[config.mk]
export PLATFORM = sky130hd
export DESIGN_NAME = pipeline_stall_ctrl
export DESIGN_NICKNAME = d
export VERILOG_FILES = /design/src/rtl/pipeline_stall_ctrl_pkg.sv /design/src/rtl/pipeline_stall_ctrl_md_latency_counter.sv /design/src/rtl/pipeline_stall_ctrl.sv
export SDC_FILE = /design/constraint.sdc
export NUM_CORES = 1
export LEC_CHECK = 0
export CORE_MARGIN = 2
export CORE_UTILIZATION = 39
export CTS_CLUSTER_DIAMETER = 30
export CTS_CLUSTER_SIZE = 20
export DETAILED_ROUTE_END_ITERATION = 12
export GPL_ROUTABILITY_DRIVEN = 0
export MAX_ROUTING_LAYER = met4
export PLACE_DENSITY_LB_ADDON = 0.1
export SYNTH_ARGS = -nofsm -noshare
export SYNTH_HDL_FRONTEND = slang
export SYNTH_HIERARCHICAL = 1
export SYNTH_SLANG_ARGS = --single-unit
[constraint.sdc]
create_clock -name CLK -period 1.85 [get_ports CLK]
set_clock_uncertainty 0.15 [all_clocks]
set_input_delay 0.2775 -clock CLK [delete_from_list [all_inputs] [get_ports CLK]]
set_output_delay 0.2775 -clock CLK [all_outputs]
set_load 0.02 [all_outputs]
[src/rtl/pipeline_stall_ctrl_pkg.sv]
// Shared MIPS pipeline-control definitions: multiply/divide FSM encodings,
// latency defaults and field widths.
package pipeline_stall_ctrl_pkg;

  localparam int unsigned REG_W = 5;
  localparam int unsigned CNT_W = 6;

  localparam int unsigned MULT_CYCLES_DEF = 4;
  localparam int unsigned DIV_CYCLES_DEF  = 32;

  typedef enum logic [1:0] {
    MD_IDLE = 2'd0,
    MD_BUSY = 2'd1,
    MD_DONE = 2'd2
  } md_state_e;

  // BUSY covers cycles 1..N-1 and counts down to zero, so N-2 is loaded
  function automatic logic [CNT_W-1:0] md_load(input int unsigned cycles);
    return CNT_W'(cycles - 2);
  endfunction

endpackage

[src/rtl/pipeline_stall_ctrl_md_latency_counter.sv]
// Multiply/divide latency tracker: IDLE/BUSY/DONE FSM with a 6-bit down-counter.
// Busy and done are plain decodes of the state register.
module md_latency_counter
  import pipeline_stall_ctrl_pkg::*;
#(
  parameter int unsigned MULT_CYCLES = MULT_CYCLES_DEF,
  parameter int unsigned DIV_CYCLES  = DIV_CYCLES_DEF
) (
  input  logic CLK,
  input  logic RST,
  input  logic md_start,
  input  logic md_isDiv,
  output logic mdBusy,
  output logic mdDone
);

  localparam logic [CNT_W-1:0] MULT_LOAD = md_load(MULT_CYCLES);
  localparam logic [CNT_W-1:0] DIV_LOAD  = md_load(DIV_CYCLES);

  md_state_e        state;
  logic [CNT_W-1:0] count;
  logic [CNT_W-1:0] load_val;

  assign load_val = md_isDiv ? DIV_LOAD : MULT_LOAD;

  // A start seen while BUSY is dropped: state and counter hold
  always_ff @(posedge CLK or posedge RST) begin
    if (RST) begin
      state <= MD_IDLE;
      count <= '0;
    end else begin
      case (state)
        MD_IDLE: begin
          if (md_start) begin
            state <= MD_BUSY;
            count <= load_val;
          end
        end
        MD_BUSY: begin
          if (count == '0) begin
            state <= MD_DONE;
          end else begin
            count <= count - CNT_W'(1);
          end
        end
        MD_DONE: begin
          if (md_start) begin
            state <= MD_BUSY;
            count <= load_val;
          end else begin
            state <= MD_IDLE;
          end
        end
        default: begin
          state <= MD_IDLE;
          count <= '0;
        end
      endcase
    end
  end

  assign mdBusy = (state == MD_BUSY);
  assign mdDone = (state == MD_DONE);

endmodule

[src/rtl/pipeline_stall_ctrl.sv]
// Pipeline hazard unit: load-use and HI/LO-busy stalls, branch flush, and the
// multiply/divide latency tracker.
module pipeline_stall_ctrl
  import pipeline_stall_ctrl_pkg::*;
#(
  parameter int unsigned MULT_CYCLES = MULT_CYCLES_DEF,
  parameter int unsigned DIV_CYCLES  = DIV_CYCLES_DEF
) (
  input  logic             CLK,
  input  logic             RST,
  input  logic             idEx_memRead,
  input  logic [REG_W-1:0] idEx_rt,
  input  logic [REG_W-1:0] ifId_rs,
  input  logic [REG_W-1:0] ifId_rt,
  input  logic             ifId_usesRt,
  input  logic             ifId_readsHiLo,
  input  logic             ifId_isMd,
  input  logic             md_start,
  input  logic             md_isDiv,
  input  logic             branchTaken,
  output logic             pcEnable,
  output logic             ifIdEnable,
  output logic             idExBubble,
  output logic             ifIdFlush,
  output logic             mdBusy,
  output logic             mdDone
);

  logic load_use;
  logic md_hazard;
  logic stall;

  md_latency_counter #(
    .MULT_CYCLES(MULT_CYCLES),
    .DIV_CYCLES (DIV_CYCLES)
  ) u_md_latency_counter (
    .CLK     (CLK),
    .RST     (RST),
    .md_start(md_start),
    .md_isDiv(md_isDiv),
    .mdBusy  (mdBusy),
    .mdDone  (mdDone)
  );

  // $zero is never a real dependency
  assign load_use = idEx_memRead && (idEx_rt != '0) &&
                    ((idEx_rt == ifId_rs) || (ifId_usesRt && (idEx_rt == ifId_rt)));

  // DONE is excluded: HI/LO are written this cycle, so a reader in ID may advance
  assign md_hazard = mdBusy && (ifId_readsHiLo || ifId_isMd);

  assign stall = load_use || md_hazard;

  // Stall wins over flush; the branch is seen again once the stall drops
  assign pcEnable   = ~stall;
  assign ifIdEnable = ~stall;
  assign idExBubble = stall;
  assign ifIdFlush  = branchTaken && !stall;

endmodule

==> out/qor.csv <==
stage;metric;value;unit
power_and_ir_drop;pwr-share-comb;63.2;%
power_and_ir_drop;switching_power;0.537;mW
worst_hold_path;hold_path.class;input port to async pin;
synth;ys_ff_latch;8;
grt;grt-ovfl-total;0;
route;drtAntennaViolNets;0;
clock_network;cts_buffer_depth;2;
grt;antenna_found_initial;0;
timing;fin_crit_sh;101;%
timing;hold_viol;0;
grt;first_global_vias;732;
critical_path;path_class;input port to primary output;
synth;synth_warnings;6;
clock_network;htreeDepth;1;
critical_path;slowest_stage;or4_4;
timing;tightest_slew;337;ps
route;vias_per_cell;5.38;
floorplanning;die_x;44.1;um
route;drtPass1Iterations;4;
floorplanning;core;1510;um2
layout;register_area;200;um2
clock_network;cts_tree;done;
layout;finalNetCount;139;
outcome;failed_checks;setup timing;
timing;fin_ws;-16.7;ps
synth;synth-seq-area-share;31.9;%
timing;setup_viol;1;
layout;antenna_cells;0;
floorplanning;start_util;41.7;%
placed_design;dp_hpwl;1.44;mm
layout;multi_input_area;427;um2
layout;area_growth_syn_to_layout;64.1;%
synth;ys_async_sr_fraction;100;%
route;via_count;683;
grt;track_usage;21.8;%
critical_path;critPathLaunchType;input port;
grt;grt_max_degree;9;
synth;synth_area;628;um2
critical_path;crit_family;simple AND/OR/NAND/NOR gates;
layout;drive_gt1_share;27.9;%
power_and_ir_drop;leakagePower;0.475;nW
synth;postSynthAreaPerCell;8.85;um2
power_and_ir_drop;internal-power;0.763;mW
clock_network;cts_hold_buf;0;
layout;final_util;68.4;%
critical_path;critPathMaxFanout;3;
critical_path;arrival;1440;ps
timing;maxSlewHeadroom;77.5;%
power_and_ir_drop;switching_share;41.3;%
timing;finalMaxSlewViolations;0;
route;wire_per_inst;13.8;um
floorplanning;pin_count;30;
timing;rsz0062_at_grt;yes;
outcome;outcome;complete, but fails checks;
power_and_ir_drop;ir_drop;0.000837;V
route;dr.first_iter.drc_count;13;
synth;synthFlopType;dfrtp_1;
critical_path;worst-path-buf-inv;2;
critical_path;crit_chain;buf_6, or4_4, o21a_4, a21bo_1, buf_6;
placed_design;portBuffers;29;
route;drc_errors;0;
route;wl;1.75;mm
run;max_cap_viol_count;0;
power_and_ir_drop;powerDensity;1260;nW/um2
critical_path;max_stage_delay;530;ps
clock_network;numCtsBuffers;3;
critical_path;cpMostUsedCell;buf_6;
grt;grt_pass1_wl;3.04;mm
power_and_ir_drop;seqPwrFrac;26.3;%
synth;synth_edf_count;0;
timing;fmax;536;MHz
clock_network;cts_root_buffer;clkbuf_4;
clock_network;clk_latency;260;ps
synth;postSynthCellCount;71;
placed_design;post-place-ws;-827;ps
power_and_ir_drop;clkPwrFrac;10.5;%
critical_path;end_kind;primary output;
clock_network;clkTransAtPathRegs;60;ps
timing;fin_crit;1870;ps
floorplanning;die_area;1950;um2
layout;final.fill_count;139;
clock_network;post-cts-setup-buffer-count;0;
critical_path;required;1420;ps
synth;syn-num-nets;97;
synth;ys_types;31;
floorplanning;row_count;14;
floorplanning;die_h;44.1;um
clock_network;cts_sinks;8;
kinds of logic after synthesis:
group | Yosys count | share of synthesized area [%]
xor+xnor | 10 | 13.9
buf+inv | 7 | 4.78
compound gates | 24 | 26.7
simple gates | 20 | 18.7
fa+ha+maj | 2 | 3.98
flops | 8 | 31.9
area by class of cell:
type	instances	area share (%)
Clock buffer	3	2.18
Multi-Input combinational cell	56	41.4
Tap cell	16	1.94
Sequential cell	8	19.4
Timing Repair Buffer	38	32.9
Inverter	6	2.18
metal layers:
layer	track usage (%)	share of wire, %	vias up
met1	22.0	39	323
met2	42.4	55	23
met3	6.53	5.7	0
met4	1.82	0	0
met5	-	0	-
li1	-	-	337
repair_timing:
action                     in CTS  in global routing
pin swaps                      15                  6
setup endpoints to repair       6                  4
gates resized for setup        55                  3
registers in the layout, indices dropped and copies added, names as in the netlist:
name / flops
u_md_latency_counter/count: 6
u_md_latency_counter/state: 2
cell usage after synthesis, drive strengths merged (2+ instances only):
library cell  count  area (um2)
dfrtp             8         200
ha                2        25.0
inv               6        22.5
nand2b            2        15.0
o21ai             5        25.0
a2bb2oi           2        17.5
nand2             5        18.8
a21oi             6        30.0
nor2              4        20.0
o22ai             4        25.0
xnor2            10        87.6
nor3              2        15.0
nand3             2        10.0
placed cells by master, fill, tap and decap left out, types with 2 or more instances in the layout:
master	synthesis	routed
buf_4	1	10
clkdlybuf4s50_1	0	8
nor2_2	2	2
xnor2_1	10	10
ha_1	2	2
nor2_1	2	2
a2bb2oi_1	2	2
nand3_1	2	2
inv_1	5	5
buf_2	0	2
o21ai_1	2	3
dfrtp_1	8	8
clkbuf_4	0	3
a21oi_1	6	6
o22ai_1	4	3
buf_6	0	5
o21ai_0	3	2
nand2_1	5	5
dlygate4sd2_1	0	12
final timing paths:
kind,start,end,slack [ps],cells past startpoint
worst max register to register,u_md_latency_counter/count[0],u_md_latency_counter/count[4],250,6
worst min-delay path,RST,u_md_latency_counter/count[5],120,2
max in group asynchronous,RST,u_md_latency_counter/count[0],1170,2
min in group CLK,u_md_latency_counter/count[5],u_md_latency_counter/count[5],350,1
worst min register to register,u_md_latency_counter/count[5],u_md_latency_counter/count[5],350,1
worst max-delay path,idEx_rt[2],idExBubble,-20,5
power groups by stage:
| stage | Sequential (mW) | Combinational, mW | Clock, mW |
|---|---|---|---|
| final | 0.342 | 0.822 | 0.136 |
| after global routing | 0.358 | 0.901 | 0.148 |
| after CTS | 0.339 | 0.811 | 0.142 |
| after detailed placement | 0.343 | 0.823 | 0 |
| after global placement | 0.340 | 0.797 | 0 |
| after floorplan | 0.330 | 0.525 | 0 |
per-stage QoR:
stage	power, mW	instance area [um2]	setup TNS (ps)	hold WS [ps]	cells
3_3_place_gp	1.14	1010	-3080	319	124
4_1_cts	1.29	1020	-134	132	127
2_1_floorplan	0.855	639	0	-56.8	71
5_1_grt	1.41	1030	-90.4	165	127
6_report	1.30	1030	-16.7	125	127
3_5_place_dp	1.17	1010	-3240	331	124
(Power assumes the default switching activity.)
